File: config.mk
export PLATFORM = sky130hd
export DESIGN_NAME = rec_play_timer_flat
export DESIGN_NICKNAME = d
export VERILOG_FILES = /design/src/rtl/recorder_pkg.sv /design/src/rtl/rec_play_timer_if.sv /design/src/rtl/bcd_time_counter.sv /design/src/rtl/rec_play_timer.sv /design/src/flat_wrapper.sv
export SDC_FILE = /design/constraint.sdc
export NUM_CORES = 1
export LEC_CHECK = 0
export ABC_AREA = 1
export BUFFER_PORTS_ARGS = -buffer_cell sky130_fd_sc_hd__buf_2
export CELL_PAD_IN_SITES_DETAIL_PLACEMENT = 0
export CELL_PAD_IN_SITES_GLOBAL_PLACEMENT = 2
export CORE_MARGIN = 1.5
export CORE_UTILIZATION = 36
export DETAILED_ROUTE_END_ITERATION = 10
export GPL_TIMING_DRIVEN = 1
export PLACE_DENSITY_LB_ADDON = 0.12
export SYNTH_ARGS = -nofsm -noshare
export SYNTH_HDL_FRONTEND = slang
export SYNTH_SLANG_ARGS = --single-unit
File: constraint.sdc
create_clock -name i_clk -period 7.9 [get_ports i_clk]
set_clock_uncertainty 0.15 [all_clocks]
set_input_delay 1.185 -clock i_clk [delete_from_list [all_inputs] [get_ports i_clk]]
set_output_delay 1.185 -clock i_clk [all_outputs]
set_load 0.05 [all_outputs]
File: src/rtl/recorder_pkg.sv
// Shared definitions for the recorder elapsed-time tracker: command codes,
// FSM states, BCD digit type and input-event field positions.
package recorder_pkg;

    localparam logic [3:0] REC_NONE   = 4'd0;
    localparam logic [3:0] REC_RECORD = 4'd1;
    localparam logic [3:0] REC_PAUSE  = 4'd2;
    localparam logic [3:0] REC_STOP   = 4'd3;
    localparam logic [3:0] REC_PLAY   = 4'd4;

    localparam int CMD_MSB   = 15;
    localparam int CMD_LSB   = 12;
    localparam int SPEED_MSB = 11;
    localparam int SPEED_LSB = 8;

    typedef enum logic [2:0] {
        ST_IDLE       = 3'd0,
        ST_RECORD     = 3'd1,
        ST_REC_PAUSE  = 3'd2,
        ST_PLAY       = 3'd3,
        ST_PLAY_PAUSE = 3'd4,
        ST_STOP       = 3'd5
    } state_t;

    typedef logic [3:0] bcd_digit_t;

    // Out-of-range speed requests fall back to real time.
    function automatic logic [3:0] eff_speed(input logic [3:0] field);
        return (field == 4'd0 || field > 4'd8) ? 4'd1 : field;
    endfunction

endpackage

File: src/rtl/rec_play_timer_if.sv
// Command/status bundle between the recorder control and the elapsed-time tracker.
interface rec_play_timer_if
    import recorder_pkg::*;
#(
    parameter int MIN_DIGITS = 2
) ();
    localparam int TW = 4 * (MIN_DIGITS + 2);

    logic [15:0]   i_input_event;
    logic [TW-1:0] o_record_time;
    logic [TW-1:0] o_play_time;
    state_t        o_state;
    logic          o_sec_tick;
    logic          o_rec_full;
    logic          o_play_done;

    modport master (
        output i_input_event,
        input  o_record_time, o_play_time, o_state, o_sec_tick, o_rec_full, o_play_done
    );

    modport slave (
        input  i_input_event,
        output o_record_time, o_play_time, o_state, o_sec_tick, o_rec_full, o_play_done
    );
endinterface

File: src/rtl/bcd_time_counter.sv
// Packed-BCD mm:ss counter with clear, saturating increment and an
// early flag telling that the next increment lands exactly on max_val.
module bcd_time_counter
    import recorder_pkg::*;
#(
    parameter int MIN_DIGITS = 2
) (
    input  logic                          clk,
    input  logic                          rst,
    input  logic                          clear,
    input  logic                          inc,
    input  logic [4*(MIN_DIGITS+2)-1:0]   max_val,
    output logic [4*(MIN_DIGITS+2)-1:0]   value,
    output logic                          at_max
);
    localparam int TW = 4 * (MIN_DIGITS + 2);
    localparam int ND = MIN_DIGITS + 2;

    logic [TW-1:0] value_inc;
    logic          below_max;

    // Digit 1 is tens-of-seconds and wraps at 5; every other digit wraps at 9.
    function automatic logic [TW-1:0] bcd_inc(input logic [TW-1:0] v);
        logic [TW-1:0] r;
        logic          carry;
        bcd_digit_t    dig;
        bcd_digit_t    lim;
        r     = v;
        carry = 1'b1;
        for (int d = 0; d < ND; d++) begin
            dig = v[4*d +: 4];
            lim = (d == 1) ? 4'd5 : 4'd9;
            if (carry) begin
                if (dig == lim) begin
                    r[4*d +: 4] = 4'd0;
                end else begin
                    r[4*d +: 4] = dig + 4'd1;
                    carry       = 1'b0;
                end
            end
        end
        return r;
    endfunction

    assign value_inc = bcd_inc(value);
    assign below_max = (value != max_val);
    assign at_max    = below_max && (value_inc == max_val);

    always_ff @(posedge clk or posedge rst) begin
        if (rst) begin
            value <= '0;
        end else if (clear) begin
            value <= '0;
        end else if (inc && below_max) begin
            value <= value_inc;
        end
    end
endmodule

File: src/rtl/rec_play_timer.sv
// Recorder elapsed-time tracker: decodes commands, runs the record/play FSM,
// a speed-scaled one-second prescaler and the play-versus-record compare.
module rec_play_timer
    import recorder_pkg::*;
#(
    parameter int                          CLK_HZ     = 50_000_000,
    parameter int                          MIN_DIGITS = 2,
    parameter logic [4*(MIN_DIGITS+2)-1:0] MAX_BCD    = 16'h5959
) (
    input logic              i_clk,
    input logic              i_rst,
    rec_play_timer_if.slave  bus
);
    localparam int TW = 4 * (MIN_DIGITS + 2);
    localparam int PW = $clog2(CLK_HZ + 9);

    state_t        state, state_nx;
    logic [3:0]    cmd, speed, step;
    logic [PW-1:0] presc, presc_sum;
    logic          run, tick, accept, idle_like, play_like;
    logic          rec_clear, rec_inc, rec_hit;
    logic          play_clear, play_inc, play_hit, speed_ld;
    logic          sec_tick_nx, rec_full_nx, play_done_nx;
    logic          sec_tick_q, rec_full_q, play_done_q;
    logic [TW-1:0] rec_val, play_val;
    logic          unused_bits;

    assign cmd         = bus.i_input_event[CMD_MSB:CMD_LSB];
    assign unused_bits = ^bus.i_input_event[SPEED_LSB-1:0];

    assign run       = (state == ST_RECORD) || (state == ST_PLAY);
    assign step      = (state == ST_PLAY) ? speed : 4'd1;
    assign presc_sum = presc + PW'(step);
    assign tick      = run && (presc_sum >= PW'(CLK_HZ));

    always_ff @(posedge i_clk or posedge i_rst) begin
        if (i_rst) state <= ST_IDLE;
        else       state <= state_nx;
    end

    // Accepted commands always take priority over a same-cycle tick.
    always_comb begin
        state_nx = state;
        accept   = 1'b0;
        unique case (state)
            ST_IDLE, ST_STOP: begin
                if (cmd == REC_RECORD) begin
                    state_nx = ST_RECORD;
                    accept   = 1'b1;
                end else if (cmd == REC_PLAY) begin
                    state_nx = (rec_val == '0) ? ST_STOP : ST_PLAY;
                    accept   = 1'b1;
                end
            end
            ST_RECORD: begin
                if (cmd == REC_PAUSE) begin
                    state_nx = ST_REC_PAUSE;
                    accept   = 1'b1;
                end else if (cmd == REC_STOP) begin
                    state_nx = ST_STOP;
                    accept   = 1'b1;
                end else if (tick && rec_hit) begin
                    state_nx = ST_STOP;
                end
            end
            ST_REC_PAUSE: begin
                if (cmd == REC_RECORD) begin
                    state_nx = ST_RECORD;
                    accept   = 1'b1;
                end else if (cmd == REC_STOP) begin
                    state_nx = ST_STOP;
                    accept   = 1'b1;
                end
            end
            ST_PLAY: begin
                if (cmd == REC_PAUSE) begin
                    state_nx = ST_PLAY_PAUSE;
                    accept   = 1'b1;
                end else if (cmd == REC_STOP) begin
                    state_nx = ST_STOP;
                    accept   = 1'b1;
                end else if (tick && play_hit) begin
                    state_nx = ST_STOP;
                end
            end
            ST_PLAY_PAUSE: begin
                if (cmd == REC_PLAY) begin
                    state_nx = (play_val >= rec_val) ? ST_STOP : ST_PLAY;
                    accept   = 1'b1;
                end else if (cmd == REC_STOP) begin
                    state_nx = ST_STOP;
                    accept   = 1'b1;
                end
            end
            default: state_nx = ST_IDLE;
        endcase
    end

    always_comb begin
        idle_like    = (state == ST_IDLE) || (state == ST_STOP);
        play_like    = (state == ST_PLAY) || (state == ST_PLAY_PAUSE);
        rec_clear    = accept && idle_like && (cmd == REC_RECORD);
        play_clear   = accept && ((idle_like && (cmd == REC_RECORD || cmd == REC_PLAY)) ||
                                  (play_like && cmd == REC_STOP));
        speed_ld     = accept && (cmd == REC_PLAY);
        rec_inc      = !accept && (state == ST_RECORD) && tick;
        play_inc     = !accept && (state == ST_PLAY) && tick;
        sec_tick_nx  = rec_inc || play_inc;
        rec_full_nx  = rec_inc && rec_hit;
        play_done_nx = (play_inc && play_hit) || (speed_ld && state_nx == ST_STOP);
    end

    always_ff @(posedge i_clk or posedge i_rst) begin
        if (i_rst) begin
            presc       <= '0;
            speed       <= 4'd1;
            sec_tick_q  <= 1'b0;
            rec_full_q  <= 1'b0;
            play_done_q <= 1'b0;
        end else begin
            if (accept)    presc <= '0;
            else if (tick) presc <= presc_sum - PW'(CLK_HZ);
            else if (run)  presc <= presc_sum;
            if (speed_ld)  speed <= eff_speed(bus.i_input_event[SPEED_MSB:SPEED_LSB]);
            sec_tick_q  <= sec_tick_nx;
            rec_full_q  <= rec_full_nx;
            play_done_q <= play_done_nx;
        end
    end

    bcd_time_counter #(.MIN_DIGITS(MIN_DIGITS)) u_rec_time (
        .clk     (i_clk),
        .rst     (i_rst),
        .clear   (rec_clear),
        .inc     (rec_inc),
        .max_val (MAX_BCD),
        .value   (rec_val),
        .at_max  (rec_hit)
    );

    // Play time saturates at, and compares against, the current record length.
    bcd_time_counter #(.MIN_DIGITS(MIN_DIGITS)) u_play_time (
        .clk     (i_clk),
        .rst     (i_rst),
        .clear   (play_clear),
        .inc     (play_inc),
        .max_val (rec_val),
        .value   (play_val),
        .at_max  (play_hit)
    );

    assign bus.o_record_time = rec_val;
    assign bus.o_play_time   = play_val;
    assign bus.o_state       = state;
    assign bus.o_sec_tick    = sec_tick_q;
    assign bus.o_rec_full    = rec_full_q;
    assign bus.o_play_done   = play_done_q;
endmodule
File: src/flat_wrapper.sv
// flat-port wrapper written by rule: the top's interface ports become plain ports
module rec_play_timer_flat import recorder_pkg::*;
#(
    parameter int                          CLK_HZ     = 50_000_000,
    parameter int                          MIN_DIGITS = 2,
    parameter logic [4*(MIN_DIGITS+2)-1:0] MAX_BCD    = 16'h5959
)
  (i_clk, i_rst, bus_i_input_event, bus_o_record_time, bus_o_play_time, bus_o_state, bus_o_sec_tick, bus_o_rec_full, bus_o_play_done);
  rec_play_timer_if #(.MIN_DIGITS(MIN_DIGITS)) bus_i ();
  input logic i_clk;
  input logic i_rst;
  input wire logic [$bits(bus_i.i_input_event)-1:0] bus_i_input_event;
  output wire logic [$bits(bus_i.o_record_time)-1:0] bus_o_record_time;
  output wire logic [$bits(bus_i.o_play_time)-1:0] bus_o_play_time;
  output wire logic [$bits(bus_i.o_state)-1:0] bus_o_state;
  output wire logic [$bits(bus_i.o_sec_tick)-1:0] bus_o_sec_tick;
  output wire logic [$bits(bus_i.o_rec_full)-1:0] bus_o_rec_full;
  output wire logic [$bits(bus_i.o_play_done)-1:0] bus_o_play_done;
  assign bus_i.i_input_event = bus_i_input_event;
  assign bus_o_record_time = bus_i.o_record_time;
  assign bus_o_play_time = bus_i.o_play_time;
  assign bus_o_state = bus_i.o_state;
  assign bus_o_sec_tick = bus_i.o_sec_tick;
  assign bus_o_rec_full = bus_i.o_rec_full;
  assign bus_o_play_done = bus_i.o_play_done;
  rec_play_timer #(.CLK_HZ(CLK_HZ), .MIN_DIGITS(MIN_DIGITS), .MAX_BCD(MAX_BCD)) u_core (.i_clk(i_clk), .i_rst(i_rst), .bus(bus_i));
endmodule
==> reports/qor.txt, run 1 <==
Hold Vio Cnt, Final = 0
syn_nets = 965
CP top delay family = simple AND/OR/NAND/NOR gates
share of cells above drive strength 1 = 11.6%
R2R Setup Slk = 3.32 ns
Power Dens Cells = 253 nW/µm²
number of cells on the critical path = 22
DIE AREA = 17500 µm²
io pins = 56
hold path cells = 2
top cell type by total area after synthesis = dfrtp_1
fillers = 1805
n_diodes = 0
max incr delay on CP = 0.50 ns
Slew HR = 35.5%
Endpoint, Worst Hold = u_core.presc[3]
vias in the first global route = 5853
Final period util = 58.0%
Yosys cell types = 48
initial core utilization = 36.5%
antenna-violating nets left = 0
Site Rows = 47
fmax = 218 MHz
# clock sinks = 68
PostCTS Resize Cnt = 0
antenna violations before repair = 0
Synth area leaders = dfrtp_1 28%, nand2_1 16%, nand3_1 8.6%, inv_1 7.2%, nor2_1 5.9%
worst reg2reg path depth = 22
Via-to-Cell Ratio = 5.11
GPL Wtd Cong = 0.876
min cycle time layout = 4.58 ns
Vias = 6070
area occupied by multi-input gates = 3720 µm²
CP Launch Type = flip-flop
Port Buf Inserts = 47
WL/cell = 16.1 µm
Hold Path Class = flip-flop to flip-flop
clk_lat worst skew = 0.34 ns
Fin Hold WS = 0.346 ns
syn_area_per_cell = 6.52 µm²
Area growth syn-to-layout = 11.2%
r2r startpoint = u_core.bus.o_state[2]
Cell Chain, Critical Path = nor3_2 > nand2_1 > ha_1 > fa_1 > nand3_1 > nand3_2 > nand2_2 > xor2_1 > inv_1 > ha_1 > nand2_1 > nor2_1 > nand2_1 > nand2_1 > nor2_1 > nand3_1 > nand2_1 > nand2_1 > nor2_1 > nand2_1 > nand3_1 > o21ai_0
Worst Tran Pin Value = 0.967 ns
slowest CP cell = dfrtp_1
outcome = completed
number of enable flip-flop cells after synthesis = 0
CP dominant cell by count = nand2_1
largest net degree at the start of global routing = 69
CORE AREA = 16500 µm²
post-route cell area = 6680 µm²
Buf+Inv Stages, Crit Path = 1
Power Total = 1690 µW
DR pass1 iterations = 6
CTS clock-pin slew for the worst setup and hold paths = 0.06 ns
DP HPWL = 14.5 mm
RSZ-0062 raised after global routing = false
ys flop type = dfrtp_1
fin. max-slew vios = 0
CTS tree = done
hold path startpoint = u_core.presc[3]
Clock Path Buffers = 2
Mapped Area = 6010 µm²
crit path DAT = 4.62 ns
Num CTS Buffers = 9
Post-CTS Hold Buffers = 0
H-tree depth = 3
total wire length = 19.1 mm
crit path capture type = flip-flop
Storage cell area = 1700 µm²
leakage power = 0.00325 µW
Worst VDD drop = 135 µV
Chip Width = 132 µm
Worst Path Required = 7.94 ns
post-synthesis cell count = 921
critical path class = flip-flop to flip-flop
Fin Setup TNS = 0 ns
ys async rst share = 100%
#FFs+latches synth = 68
gr usage total = 22.2%
Synth top area share = 27.9%
Congestion Overflow GR = 0
die height = 132 µm
starting DRC count in detailed routing = 342
CTS Root Buffer Type = clkbuf_16
# DRC = 0
first-pass GRT wire length = 30.5 mm
Area after DPL = 6410 µm²
MaxCap Viol Count = 0
post-synthesis sequential area ratio = 28.4%
fin nets = 1008
CP Max Fanout = 10
# setup viols final = 0
Post CTS Setup Buffer Count = 0
synth warn = 0
worst r2r dst = u_core.presc[21]
-- report_power, final --
| part | internal (µW) | switching (µW) |
|---|---|---|
| sequential | 432 | 102 |
| clock | 221 | 160 |
| combinational | 227 | 550 |
| total | 880 | 812 |
-- cell families after synthesis --
group / after synthesis / share of synthesized area (%)
adders and majority gates: 26 / 5.54
DFF: 68 / 28.4
AOI/OAI and AO/OA: 116 / 11.0
and+or+nand+nor: 541 / 40.7
buffers and inverters: 139 / 9.69
xor gates and xnor gates: 31 / 4.65
-- through the flow --
step                      utilization, %  setup slack, ns  cells
final                               40.5             3.32   1189
after global routing                40.5             3.02   1189
after CTS                           40.5             3.31   1189
after detailed placement            38.9             3.33   1173
after global placement              38.9             3.30   1173
after floorplan                        -             4.06    921
-- how the worst max path moves through the flow --
stage / startpoint / end / slack [ns]
after floorplan: u_core.bus.o_state[1] / u_core.presc[21] / 4.06
after global placement: u_core.bus.o_state[2] / u_core.presc[21] / 3.30
after detailed placement: u_core.bus.o_state[2] / u_core.presc[21] / 3.33
after CTS: u_core.bus.o_state[2] / u_core.presc[21] / 3.31
after global routing: u_core.bus.o_state[2] / u_core.presc[23] / 3.02
final: u_core.bus.o_state[2] / u_core.presc[21] / 3.32
-- Yosys cell counts, drive strengths merged (2+ instances only) --
| master | count |
|---|---|
| a21oi | 22 |
| buf | 13 |
| a22o | 2 |
| o31ai | 12 |
| dfrtp | 67 |
| nor4 | 3 |
| o22ai | 10 |
| nand3b | 9 |
| inv | 121 |
| nand2 | 267 |
| o21ai | 62 |
| nand4 | 17 |
| nor2 | 114 |
| nand3 | 108 |
| nor3 | 21 |
| xnor2 | 3 |
| ha | 25 |
| xor2 | 28 |
| clkbuf | 4 |
-- tightest hold or removal path, stage by stage, from the launching register on --
cell     delay (ns)
dfrtp_1        0.35
nand2_1        0.05
o21ai_0        0.06
-- routing by layer --
layer | up-vias | share of wire [%] | track usage (%)
li1 | 3100 | - | -
met1 | 2822 | 42 | 25.4
met2 | 120 | 52 | 41.3
met3 | 28 | 3.0 | 3.08
met4 | 0 | 2.8 | 8.83
met5 | - | 0 | 0
-- flip-flops by register name (all words and copies together), names as in the netlist --
signal and cells:
u_core.presc 26, u_core.u_play_time.value 16, u_core.u_rec_time.value 16, u_core.speed 4, u_core.bus.o_state 3, u_core.bus.o_play_done 1
u_core.bus.o_rec_full 1, u_core.bus.o_sec_tick 1
-- cells in the final DEF (no fill, tap or decap), types with 10 or more instances in the layout --
cell and instances:
nand2_2 10, inv_1 114, o22ai_1 10, nand4_1 17, nand3_1 103, ha_1 25, xor2_1 27, nor2_1 95
a21oi_1 20, o31ai_1 12, nor2_2 15, o21ai_1 14, dfrtp_1 67, nor3_1 18, o21ai_0 48, nand2_1 255
buf_2 47
-- cell type report --
class | count | share of cell area (%)
Multi-Input combinational cell | 714 | 55.7
Sequential cell | 68 | 25.5
Inverter | 122 | 6.93
Tap cell | 220 | 4.12
Clock buffer | 14 | 3.80
Timing Repair Buffer | 49 | 3.75
Clock inverter | 2 | 0.150
(Power assumes the default switching activity.)
==> run 2: changes to the inputs <==
Settings changed: CORE_UTILIZATION 36 to 30.
Clock period 7.9 ns to 3.85 ns, I/O delays scaled along.
==> run 2 against run 1 <==
Sequential power up 100%. Final cell count grew 6.4%. Sequential share of layout area is 1.5 points lower. First-iteration DRC count fell by 30%. Clock power increased by 140%. Via count down 0.94%. Critical endpoint unchanged. Largest power group unchanged.
==> reports/qor.txt, run 2 (synthesis gave the netlist of run 1 again) <==
largest net degree at the start of global routing = 28 (was 69)
critical path class = flip-flop to flip-flop (unchanged)
Final period util = 90.6% (was 58.0%)
Clock Path Buffers = 2 (unchanged)
antenna violations before repair = 0 (unchanged)
Buf+Inv Stages, Crit Path = 1 (unchanged)
share of cells above drive strength 1 = 15.5% (was 11.6%)
Site Rows = 51 (was 47)
initial core utilization = 30.8% (was 36.5%)
vias in the first global route = 5932 (was 5853)
biggest regs = u_core.presc x26, u_core.u_play_time.value x16, u_core.u_rec_time.value x16 (unchanged)
RSZ-0062 raised after global routing = false (unchanged)
CP Launch Type = flip-flop (unchanged)
io pins = 56 (unchanged)
antenna-violating nets left = 0 (unchanged)
Congestion Overflow GR = 0 (unchanged)
starting DRC count in detailed routing = 238 (was 342)
crit path capture type = flip-flop (unchanged)
Worst VDD drop = 247 µV (was 135 µV)
# setup viols final = 0 (unchanged)
Port Buf Inserts = 47 (unchanged)
crit path DAT = 3.56 ns (was 4.62 ns)
DR pass1 iterations = 4 (was 6)
Area growth syn-to-layout = 18.4% (was 11.2%)
fmax = 287 MHz (was 218 MHz)
CTS clock-pin slew for the worst setup and hold paths = 0.06 ns (about the same)
fin nets = 1039 (was 1008)
min cycle time layout = 3.49 ns (was 4.58 ns)
Via-to-Cell Ratio = 4.75 (was 5.11)
die height = 144 µm (was 132 µm)
Layout Utilization = 36.4% (was 40.5%)
Worst Tran Pin Value = 0.544 ns (was 0.967 ns)
first-pass GRT wire length = 32.0 mm (was 30.5 mm)
Hold Path Class = input port to async pin (was flip-flop to flip-flop)
Vias = 6013 (was 6070)
slowest CP cell = dfrtp_1 (unchanged)
CP top delay family = simple AND/OR/NAND/NOR gates (unchanged)
Chip Width = 144 µm (was 132 µm)
Power Dens Cells = 531 nW/µm² (was 253 nW/µm²)
Worst Path Required = 3.92 ns (was 7.94 ns)
fin. max-slew vios = 0 (unchanged)
number of cells on the critical path = 22 (unchanged)
Top reg by flops = u_core.presc (unchanged)
total wire length = 19.8 mm (was 19.1 mm)
Fin Setup TNS = 0 ns (unchanged)
max reg flops = 26 (unchanged)
commonest non-fill, non-tap cells in the layout = 255 x nand2_1, 113 x inv_1, 102 x nand3_1, 91 x nor2_1, 67 x dfrtp_1 (was 255 x nand2_1, 114 x inv_1, 103 x nand3_1, 95 x nor2_1, 67 x dfrtp_1)
Cell Chain, Critical Path = nor3_2 > inv_1 > nor2_1 > ha_1 > nand2_1 > nand3_1 > nand2_1 > nand2_4 > xor2_4 > ha_1 > nand2_1 > nor2_1 > nand2_1 > nand2_1 > nor2_2 > nand3_1 > nand2_1 > nand2_1 > nor2_1 > nand2_1 > nand3_1 > o21ai_0 (was nor3_2 > nand2_1 > ha_1 > fa_1 > nand3_1 > nand3_2 > nand2_2 > xor2_1 > inv_1 > ha_1 > nand2_1 > nor2_1 > nand2_1 > nand2_1 > nor2_1 > nand3_1 > nand2_1 > nand2_1 > nor2_1 > nand2_1 > nand3_1 > o21ai_0)
max incr delay on CP = 0.39 ns (was 0.50 ns)
CTS Root Buffer Type = clkbuf_16 (unchanged)
# DRC = 0 (unchanged)
commonest non-fill, non-tap cell in the layout = nand2_1 (unchanged)
gr usage total = 20.3% (was 22.2%)
clk_lat worst skew = 0.35 ns (was 0.34 ns)
n_diodes = 0 (unchanged)
CTS tree = done (unchanged)
CP Max Fanout = 6 (was 10)
DP HPWL = 15.6 mm (was 14.5 mm)
GPL Wtd Cong = 0.809 (was 0.876)
Slew HR = 63.7% (was 35.5%)
WL/cell = 15.6 µm (was 16.1 µm)
Post-CTS Hold Buffers = 0 (unchanged)
H-tree depth = 3 (unchanged)
CP dominant cell by count = nand2_1 (unchanged)
worst reg2reg path depth = 22 (unchanged)
# clock sinks = 68 (unchanged)
Num CTS Buffers = 9 (unchanged)
MaxCap Viol Count = 0 (unchanged)
DIE AREA = 20900 µm² (was 17500 µm²)
leakage power = 0.00345 µW (was 0.00325 µW)
Hold Vio Cnt, Final = 0 (unchanged)
CORE AREA = 19500 µm² (was 16500 µm²)
outcome = completed (unchanged)
run 2: metrics by stage:
| stage | cell area [µm²] | cells | power [µW] | setup WS (ns) | hold slack [ns] |
|---|---|---|---|---|---|
| 2_1_floorplan | 6010 | 921 | 2240 | 0.00533 | 0.309 |
| 3_3_place_gp | 6680 | 1246 | 2850 | 0.149 | 0.325 |
| 3_5_place_dp | 6680 | 1246 | 2840 | 0.112 | 0.351 |
| 4_1_cts | 7000 | 1262 | 3790 | 0.0856 | 0.124 |
| 5_1_grt | 7110 | 1265 | 4100 | 0.0226 | 0.152 |
| 6_report | 7110 | 1265 | 3770 | 0.361 | 0.106 |
run 2: power by group:
| group | internal [µW] | leakage, µW | total [µW] | switching [µW] |
|---|---|---|---|---|
| Clock | 585 | 0.000153 | 918 | 334 |
| Combinational | 612 | 0.00238 | 1780 | 1160 |
| Sequential | 886 | 0.000915 | 1080 | 194 |
| Total | 2080 | 0.00345 | 3770 | 1690 |
run 2: cell type report:
type | instances | area [µm²]
repair buffers | 80 | 495
inverters | 122 | 467
well taps | 265 | 332
clock inverters | 4 | 72.6
clock buffers | 12 | 246
multi-input cells | 714 | 3790
flip-flops and latches | 68 | 1700
fillers | 2217 | 12400
run 2: timing repair:
item / 4_1_cts / 5_1_grt
endpoints found under the setup margin: 0 / 46
setup buffers: 0 / 3
hold endpoints to repair: 0 / 0
resized for setup: 0 / 18
run 2: layer usage:
metal | global-route usage (%) | part of all wire [%] | wire, µm
met5 | 0 | 0 | 0
met4 | 6.75 | 2.0 | 403
met3 | 2.22 | 1.9 | 375
met2 | 35.7 | 49 | 9690
met1 | 25.9 | 47 | 9280
run 2: worst paths after layout:
check | startpoint | slack, ns | endpoint
worst max register to register | u_core.bus.o_state[2] | 0.36 | u_core.presc[21]
worst min register to register | u_core.speed[0] | 0.35 | u_core.speed[0]
worst min-delay path | i_rst | 0.11 | u_core.bus.o_state[0]
worst max-delay path | u_core.bus.o_state[2] | 0.36 | u_core.presc[21]
min in group i_clk | bus_i_input_event[10] | 0.33 | u_core.speed[2]
max in group asynchronous | i_rst | 2.73 | u_core.u_rec_time.value[11]
